==> src/rtl/alu_muldiv.sv <==
// alu_muldiv: iterative RV32M/RV64M multiply/divide unit beside the execute-stage ALU.
// Multiply is shift-add and divide is restoring; both work on operand magnitudes,
// and the sign is fixed up on the finalise edge.
// Optional feature macro: ALU_MULDIV_FAST_MUL_EN selects a single-cycle multiplier
// for the four multiply ops. Divide ops stay iterative either way.
//
// state | meaning
// IDLE  | in_ready high, waiting to accept operands
// BUSY  | XLEN iterative steps followed by one finalise edge
// DONE  | result held with out_valid high until out_ready
module alu_muldiv #(
    parameter int XLEN = 32
) (
    input  logic            clk,
    input  logic            reset_n,
    input  logic            flush,
    input  logic            in_valid,
    output logic            in_ready,
    input  logic [XLEN-1:0] a,
    input  logic [XLEN-1:0] b,
    input  logic [2:0]      op,
    output logic            out_valid,
    input  logic            out_ready,
    output logic [XLEN-1:0] result,
    output logic            Zero
);

    localparam int CW = $clog2(XLEN) + 1;
    localparam logic [CW-1:0] CNT_LAST = CW'(XLEN);

    typedef enum logic [1:0] {S_IDLE, S_BUSY, S_DONE} state_t;

    state_t              state_q;
    logic [CW-1:0]       cnt_q;
    logic [2:0]          op_q;
    logic                neg_q;
    // Multiply: acc_q is the product, mcand_q the shifted multiplicand, qreg_q the multiplier.
    // Divide: acc_q[XLEN-1:0] is the partial remainder, mcand_q[XLEN-1:0] the divisor,
    // and qreg_q shifts the dividend out of the top while quotient bits enter at the bottom.
    logic [2*XLEN-1:0]   acc_q;
    logic [2*XLEN-1:0]   mcand_q;
    logic [XLEN-1:0]     qreg_q;
    logic                out_valid_q;
    logic [XLEN-1:0]     result_q;
    logic                zero_q;

    logic                a_signed, b_signed, sa, sb, neg_in;
    logic [XLEN-1:0]     a_mag, b_mag;
    logic                early, b_zero, ovf;
    logic [XLEN-1:0]     early_val;

    // Decode the incoming op: operand signedness, magnitudes, result sign, and early-out cases
    always_comb begin
        a_signed  = (op == 3'b001) || (op == 3'b010) || (op == 3'b100) || (op == 3'b110);
        b_signed  = (op == 3'b001) || (op == 3'b100) || (op == 3'b110);
        sa        = a_signed & a[XLEN-1];
        sb        = b_signed & b[XLEN-1];
        a_mag     = sa ? -a : a;
        b_mag     = sb ? -b : b;
        case (op)
            3'b001:  neg_in = sa ^ sb;
            3'b010:  neg_in = sa;
            3'b100:  neg_in = sa ^ sb;
            3'b110:  neg_in = sa;
            default: neg_in = 1'b0;
        endcase
        b_zero    = (b == '0);
        ovf       = (a == {1'b1, {(XLEN-1){1'b0}}}) && (b == '1) &&
                    ((op == 3'b100) || (op == 3'b110));
        early     = op[2] && (b_zero || ovf);
        if (b_zero) early_val = op[1] ? a : '1;
        else        early_val = op[1] ? '0 : a;
    end

`ifdef ALU_MULDIV_FAST_MUL_EN
    logic [2*XLEN-1:0] ext_a, ext_b, fast_prod;
    logic [XLEN-1:0]   fast_val;

    // Single-cycle product of the sign-extended operands; the low 2*XLEN bits are exact
    always_comb begin
        ext_a     = {{XLEN{sa}}, a};
        ext_b     = {{XLEN{sb}}, b};
        fast_prod = ext_a * ext_b;
        fast_val  = (op == 3'b000) ? fast_prod[XLEN-1:0] : fast_prod[2*XLEN-1:XLEN];
    end
`endif

    logic [2*XLEN-1:0] mul_acc_nx, prod;
    logic [XLEN:0]     rem_shift, diff;
    logic              div_ok;
    logic [XLEN-1:0]   quo, remv, fin_val;

    // One iteration step and the finalise-edge sign correction and result selection
    always_comb begin
        mul_acc_nx = qreg_q[0] ? (acc_q + mcand_q) : acc_q;
        rem_shift  = {acc_q[XLEN-1:0], qreg_q[XLEN-1]};
        diff       = rem_shift - {1'b0, mcand_q[XLEN-1:0]};
        div_ok     = ~diff[XLEN];
        prod       = neg_q ? -acc_q : acc_q;
        quo        = neg_q ? -qreg_q : qreg_q;
        remv       = neg_q ? -acc_q[XLEN-1:0] : acc_q[XLEN-1:0];
        case (op_q)
            3'b000:                 fin_val = prod[XLEN-1:0];
            3'b001, 3'b010, 3'b011: fin_val = prod[2*XLEN-1:XLEN];
            3'b100, 3'b101:         fin_val = quo;
            default:                fin_val = remv;
        endcase
    end

    // Control FSM and datapath registers; flush overrides every transition
    always_ff @(posedge clk or negedge reset_n) begin
        if (!reset_n) begin
            state_q     <= S_IDLE;
            cnt_q       <= '0;
            op_q        <= '0;
            neg_q       <= 1'b0;
            acc_q       <= '0;
            mcand_q     <= '0;
            qreg_q      <= '0;
            out_valid_q <= 1'b0;
            result_q    <= '0;
            zero_q      <= 1'b1;
        end else if (flush) begin
            state_q     <= S_IDLE;
            out_valid_q <= 1'b0;
        end else begin
            case (state_q)
                S_IDLE: begin
                    if (in_valid) begin
                        op_q  <= op;
                        neg_q <= neg_in;
                        cnt_q <= '0;
                        if (early) begin
                            result_q    <= early_val;
                            zero_q      <= (early_val == '0);
                            out_valid_q <= 1'b1;
                            state_q     <= S_DONE;
                        end
`ifdef ALU_MULDIV_FAST_MUL_EN
                        else if (!op[2]) begin
                            result_q    <= fast_val;
                            zero_q      <= (fast_val == '0);
                            out_valid_q <= 1'b1;
                            state_q     <= S_DONE;
                        end
`endif
                        else begin
                            acc_q <= '0;
                            if (op[2]) begin
                                mcand_q <= {{XLEN{1'b0}}, b_mag};
                                qreg_q  <= a_mag;
                            end else begin
                                mcand_q <= {{XLEN{1'b0}}, a_mag};
                                qreg_q  <= b_mag;
                            end
                            state_q <= S_BUSY;
                        end
                    end
                end
                S_BUSY: begin
                    if (cnt_q == CNT_LAST) begin
                        result_q    <= fin_val;
                        zero_q      <= (fin_val == '0);
                        out_valid_q <= 1'b1;
                        state_q     <= S_DONE;
                    end else begin
                        cnt_q <= cnt_q + 1'b1;
                        if (op_q[2]) begin
                            acc_q  <= {{XLEN{1'b0}}, div_ok ? diff[XLEN-1:0] : rem_shift[XLEN-1:0]};
                            qreg_q <= {qreg_q[XLEN-2:0], div_ok};
                        end else begin
                            acc_q   <= mul_acc_nx;
                            mcand_q <= mcand_q << 1;
                            qreg_q  <= qreg_q >> 1;
                        end
                    end
                end
                S_DONE: begin
                    if (out_ready) begin
                        out_valid_q <= 1'b0;
                        state_q     <= S_IDLE;
                    end
                end
                default: state_q <= S_IDLE;
            endcase
        end
    end

    assign in_ready  = (state_q == S_IDLE);
    assign out_valid = out_valid_q;
    assign result    = result_q;
    assign Zero      = zero_q;

endmodule

==> config.mk <==
export PLATFORM = sky130hd
export DESIGN_NAME = alu_muldiv
export DESIGN_NICKNAME = d
export VERILOG_FILES = /design/src/rtl/alu_muldiv.sv
export SDC_FILE = /design/constraint.sdc
export NUM_CORES = 1
export LEC_CHECK = 0
export CAP_MARGIN = 20
export CORE_ASPECT_RATIO = 0.8
export CORE_MARGIN = 1
export CORE_UTILIZATION = 47
export DETAILED_ROUTE_END_ITERATION = 10
export DONT_BUFFER_PORTS = 1
export GPL_TIMING_DRIVEN = 0
export PLACE_DENSITY_LB_ADDON = 0.3
export SLEW_MARGIN = 20
export SYNTH_ARGS = -nofsm -noshare
export SYNTH_HDL_FRONTEND = slang
export SYNTH_SLANG_ARGS = --single-unit
==> constraint.sdc <==
create_clock -name clk -period 4.9 [get_ports clk]
set_input_delay 0 -clock clk [delete_from_list [all_inputs] [get_ports clk]]
set_output_delay 0 -clock clk [all_outputs]
set_load 0.02 [all_outputs]
==> impl_results.html <==
<table>
<tr><th>Metric</th><th>Value</th></tr>
<tr><th colspan="2">Timing</th></tr>
<tr><td>Final number of max-transition violations</td><td>0</td></tr>
<tr><td>Worst Setup Slack, final</td><td>0.142 ns</td></tr>
<tr><td>Unrepaired setup endpoints after global routing</td><td>no</td></tr>
<tr><td>Setup clock skew after layout</td><td>0.0289 ns</td></tr>
<tr><td>Maximum operating frequency</td><td>0.210 GHz</td></tr>
<tr><td>Post-route fraction of the period consumed by the critical path</td><td>97.1%</td></tr>
<tr><td>Final hold violations</td><td>0</td></tr>
<tr><td>Final setup violation count</td><td>0</td></tr>
<tr><td>Final total negative setup slack</td><td>0 ns</td></tr>
<tr><td>Period minus WS final</td><td>4.76 ns</td></tr>
<tr><td>Slew HR</td><td>21.6%</td></tr>
<tr><td>Transition time at the pin with the least slew margin</td><td>1.18 ns</td></tr>
<tr><th colspan="2">Worst hold path</th></tr>
<tr><td>HP Class</td><td>in2async</td></tr>
<tr><th colspan="2">Setup path</th></tr>
<tr><td>Origin of the critical flop-to-flop path</td><td>qreg_q[31]</td></tr>
<tr><td>Register-to-Register Setup Slack</td><td>0.14 ns</td></tr>
<tr><td>Critical setup path kind</td><td>reg2reg</td></tr>
<tr><td>Ordered list of cells on the worst path</td><td>inv_1 &gt; ha_1 &gt; inv_1 &gt; fa_1 &gt; a211oi_1 &gt; o21ai_0 &gt; a41o_1 &gt; a22o_1 &gt; a21oi_2 &gt; o2111ai_1 &gt; o311ai_2 &gt; clkbuf_4 &gt; buf_2 &gt; o211ai_1 &gt; a21oi_1 &gt; a21oi_1</td></tr>
<tr><td>Slowest cell on the critical path</td><td>sky130_fd_sc_hd__dfrtp_1</td></tr>
<tr><td>Number of cell instances on the worst register-to-register path</td><td>16</td></tr>
<tr><td>Kind of end point of the critical path</td><td>register</td></tr>
<tr><td>Critical path data arrival time</td><td>5.18 ns</td></tr>
<tr><td>Critical Path Start</td><td>qreg_q[31]</td></tr>
<tr><td>Reg-to-Reg End</td><td>acc_q[25]</td></tr>
<tr><td>Required time of the critical path</td><td>5.32 ns</td></tr>
<tr><td>Worst setup endpoint</td><td>acc_q[25]</td></tr>
<tr><td>Stage delay of the slowest cell on the critical path</td><td>0.43 ns</td></tr>
<tr><td>Critical-path maximum fanout</td><td>10</td></tr>
<tr><td>Startpoint types</td><td>register</td></tr>
<tr><th colspan="2">Pwr</th></tr>
<tr><td>Sequential share of power</td><td>20.7%</td></tr>
<tr><td>Switching component of the power</td><td>0.00935 W</td></tr>
<tr><td>Total leakage power</td><td>9.83 nW</td></tr>
<tr><td>Int Pwr</td><td>0.00695 W</td></tr>
<tr><td>Worst IR Drop VDD</td><td>377 uV</td></tr>
<tr><td>Pwr Total</td><td>0.0163 W</td></tr>
<tr><td>Switching portion of total power</td><td>57.4%</td></tr>
<tr><td>Part of the total power dissipated in the clock network</td><td>11.9%</td></tr>
<tr><td>Total power divided by cell area</td><td>711 nW/um^2</td></tr>
<tr><td>Comb power frac</td><td>67.3%</td></tr>
<tr><th colspan="2">GRT</th></tr>
<tr><td>Number of global-route vias before repair</td><td>21000</td></tr>
<tr><td>Maximum number of pins on one net before global-route repair</td><td>207</td></tr>
<tr><td>Total Routing Usage GR</td><td>39.1%</td></tr>
<tr><td>Total gr overflow</td><td>0</td></tr>
<tr><td>Global-route wire length before repair</td><td>132000 um</td></tr>
<tr><td>Antenna violations before repair</td><td>2</td></tr>
<tr><th colspan="2">Clock network</th></tr>
<tr><td>Clock latency on the worst-skew pair</td><td>0.57 ns</td></tr>
<tr><td>Clock tree sinks</td><td>206</td></tr>
<tr><td>Clock root buffer master</td><td>sky130_fd_sc_hd__clkbuf_16</td></tr>
<tr><td>Number of buffers between clock root and the deepest sink</td><td>3</td></tr>
<tr><td>Max H-tree Level</td><td>1</td></tr>
<tr><td>Clock-pin slew on the worst setup and hold paths</td><td>0.07 ns</td></tr>
<tr><td>Setup Buffers After CTS</td><td>0</td></tr>
<tr><td>Clock tree from TritonCTS</td><td>built</td></tr>
<tr><td>Number of buffers added by the clock tree synthesis step</td><td>25</td></tr>
<tr><th colspan="2">Logic synthesis</th></tr>
<tr><td>Post-Syn Area per Cell</td><td>7.57 um^2</td></tr>
<tr><td>FFs w/ async S/R, synth</td><td>100%</td></tr>
<tr><td>Synth unique cells</td><td>79</td></tr>
<tr><td>Synth Net Count</td><td>2889</td></tr>
<tr><td>Seq/Total Area, Yosys</td><td>25.1%</td></tr>
<tr><td>Ys flop type</td><td>sky130_fd_sc_hd__dfrtp_1</td></tr>
<tr><td>EDFF count, synth</td><td>0</td></tr>
<tr><td>Number of instances in the synthesized netlist</td><td>2710</td></tr>
<tr><td>Synth Warn #</td><td>0</td></tr>
<tr><td>Combined area of all synthesized cells</td><td>20500 um^2</td></tr>
<tr><td>Synthesized flop and latch total</td><td>206</td></tr>
<tr><th colspan="2">Layout</th></tr>
<tr><td>Synthesis-to-layout area growth</td><td>11.7%</td></tr>
<tr><td>Commonest non-fill, non-tap cells in the layout</td><td>sky130_fd_sc_hd__nand2_1, sky130_fd_sc_hd__nor2_1, sky130_fd_sc_hd__o21ai_0</td></tr>
<tr><td>Fraction of final layout cells sized beyond drive strength 1</td><td>3.92%</td></tr>
<tr><td>Count of nets after finishing</td><td>2994</td></tr>
<tr><td>Utilization of the core after routing</td><td>53.2%</td></tr>
<tr><td>Final Instance Area</td><td>22900 um^2</td></tr>
<tr><td>Commonest non-fill, non-tap cell in the layout</td><td>sky130_fd_sc_hd__nand2_1</td></tr>
<tr><th colspan="2">Routing</th></tr>
<tr><td>Total wirelength of the detailed-routed design</td><td>89200 um</td></tr>
<tr><td>Routed length on met3</td><td>9300 um</td></tr>
<tr><td>DRC errors left</td><td>0</td></tr>
<tr><td>Total routed wire length on the met1 layer</td><td>38000 um</td></tr>
<tr><td>Routed wire per std cell</td><td>26.3 um</td></tr>
<tr><td>Initial drt markers</td><td>2510</td></tr>
<tr><td>Antenna-violating nets left</td><td>0</td></tr>
<tr><td>Length of the first detailed-routing pass in iterations</td><td>7</td></tr>
<tr><td>Number of vias per cell</td><td>6.60</td></tr>
<tr><td>Top Metal Used</td><td>met4</td></tr>
<tr><td>Via count</td><td>22400</td></tr>
<tr><td>Met2 WL</td><td>37900 um</td></tr>
<tr><th colspan="2">Place</th></tr>
<tr><td>RePlAce Congestion</td><td>1.05</td></tr>
<tr><td>Hpwl dp</td><td>69100 um</td></tr>
<tr><td>Cell area reported after detailed placement</td><td>21300 um^2</td></tr>
<tr><td>Count of input and output buffers</td><td>0</td></tr>
<tr><td>Worst Setup Slack post-DPL</td><td>-0.105 ns</td></tr>
<tr><th colspan="2">Floorplan</th></tr>
<tr><td>Starting utilization of the core area</td><td>47.6%</td></tr>
<tr><td>Die area</td><td>44500 um^2</td></tr>
<tr><td>Vertical die dimension</td><td>189 um</td></tr>
<tr><td>Die width</td><td>236 um</td></tr>
<tr><td>Count of standard-cell rows</td><td>68</td></tr>
<tr><td>I/O pin total</td><td>107</td></tr>
<tr><td>Placeable core area</td><td>43100 um^2</td></tr>
<tr><th colspan="2">Flow run</th></tr>
<tr><td>Max Cap Viol</td><td>0</td></tr>
<tr><th colspan="2">Run status</th></tr>
<tr><td>Outcome</td><td>finished, final reports clean</td></tr>
</table>
==> state kept, by name, indices dropped and copies added, names as in the netlist <==
register / count
out_valid: 1
result: 32
state_q: 2
acc_q: 64
Zero: 1
cnt_q: 6
neg_q: 1
mcand_q: 64
op_q: 3
qreg_q: 32
==> synth_stat cells, types with 9 or more instances <==
master	instances	area, um^2
sky130_fd_sc_hd__or3_1	14	87.6
sky130_fd_sc_hd__o221ai_1	12	105
sky130_fd_sc_hd__nor4_1	28	175
sky130_fd_sc_hd__mux2_2	13	146
sky130_fd_sc_hd__xnor2_1	106	928
sky130_fd_sc_hd__nor2_1	252	946
sky130_fd_sc_hd__a211oi_1	81	608
sky130_fd_sc_hd__a21oi_1	220	1100
sky130_fd_sc_hd__or4_1	21	158
sky130_fd_sc_hd__nor3_1	46	230
sky130_fd_sc_hd__nand2_1	337	1260
sky130_fd_sc_hd__xor2_1	109	955
sky130_fd_sc_hd__nand4_1	36	225
sky130_fd_sc_hd__o22ai_1	12	75.1
sky130_fd_sc_hd__a21o_1	73	548
sky130_fd_sc_hd__nor2b_1	15	93.8
sky130_fd_sc_hd__o21a_1	16	120
sky130_fd_sc_hd__buf_1	12	45.0
sky130_fd_sc_hd__o31ai_1	37	278
sky130_fd_sc_hd__ha_1	105	1310
sky130_fd_sc_hd__nand2b_1	19	119
sky130_fd_sc_hd__and3_1	17	106
sky130_fd_sc_hd__a22o_1	40	350
sky130_fd_sc_hd__o41ai_1	22	193
sky130_fd_sc_hd__dfrtp_1	205	5130
sky130_fd_sc_hd__inv_1	91	342
sky130_fd_sc_hd__nand3_1	47	235
sky130_fd_sc_hd__buf_2	9	45.0
sky130_fd_sc_hd__mux2i_1	96	961
sky130_fd_sc_hd__o21bai_1	18	135
sky130_fd_sc_hd__clkbuf_1	159	597
sky130_fd_sc_hd__o21ai_0	234	1170
sky130_fd_sc_hd__and2_1	19	119
sky130_fd_sc_hd__a22oi_1	19	143
sky130_fd_sc_hd__o211ai_1	22	165
sky130_fd_sc_hd__a31oi_1	35	219
==> cell families after synthesis <==
logic type	synth area share, %
compound gates	28.6
simple gates	19.9
buf+inv	5.04
xor+xnor	9.18
flops	25.1
mux	5.51
fa+ha+maj	6.65
==> worst min-delay path by stage <==
stage | to | cells after the start | startpoint
CTS | op_q[1] | 3 | flush
global placement | acc_q[28] | 0 | reset_n
floorplan | acc_q[0] | 0 | reset_n
finish | acc_q[21] | 2 | reset_n
global route | qreg_q[23] | 4 | a[23]
detailed placement | acc_q[28] | 0 | reset_n
==> critical path, delay by kind of cell, from the launching register on <==
| family | cells | cell delay (ns) |
|---|---|---|
| flip-flops | 1 | 0.43 |
| AO/OA/AOI/OAI | 10 | 2.39 |
| adder cells (fa/ha/maj) | 2 | 0.66 |
| buffers and inverters | 4 | 1.10 |
==> per-stage QoR <==
step                instances  hold WS (ns)
detailed placement       3272        -0.283
global placement         3270        -0.284
global route             3395        0.0502
floorplan                2710        -0.296
CTS                      3393        0.0177
finish                   3395        0.0288
==> final cells by class <==
type	instances	area, um^2
antenna	1	2.50
inverter	91	342
multi-input combinational	2232	14400
sequential	206	5160
clock inverter	12	125
tap	560	701
clock buffer	34	709
timing repair buffer	78	818
fill	4153	20200
buffer	181	698
==> routing by layer <==
metal | global-route usage, % | vias up
met5 | 0 | -
met4 | 15.7 | 0
met3 | 9.42 | 237
met2 | 59.9 | 1256
met1 | 53.0 | 10800
li1 | - | 10100
==> power by group through the flow <==
stage	sequential [W]	combinational [W]	clock, W
final	0.00338	0.0110	0.00195
after detailed placement	0.00334	0.0104	0
after global placement	0.00333	0.0102	0
after floorplan	0.00289	0.00716	0
after global routing	0.00341	0.0117	0.00201
after CTS	0.00331	0.0106	0.00195
==> repair_timing <==
action,in CTS,in global routing
hold endpoints to repair,290,0
hold buffers,75,0
resized for setup,3,4
setup endpoints to repair,9,18
Power figures use the tool's default switching activity.
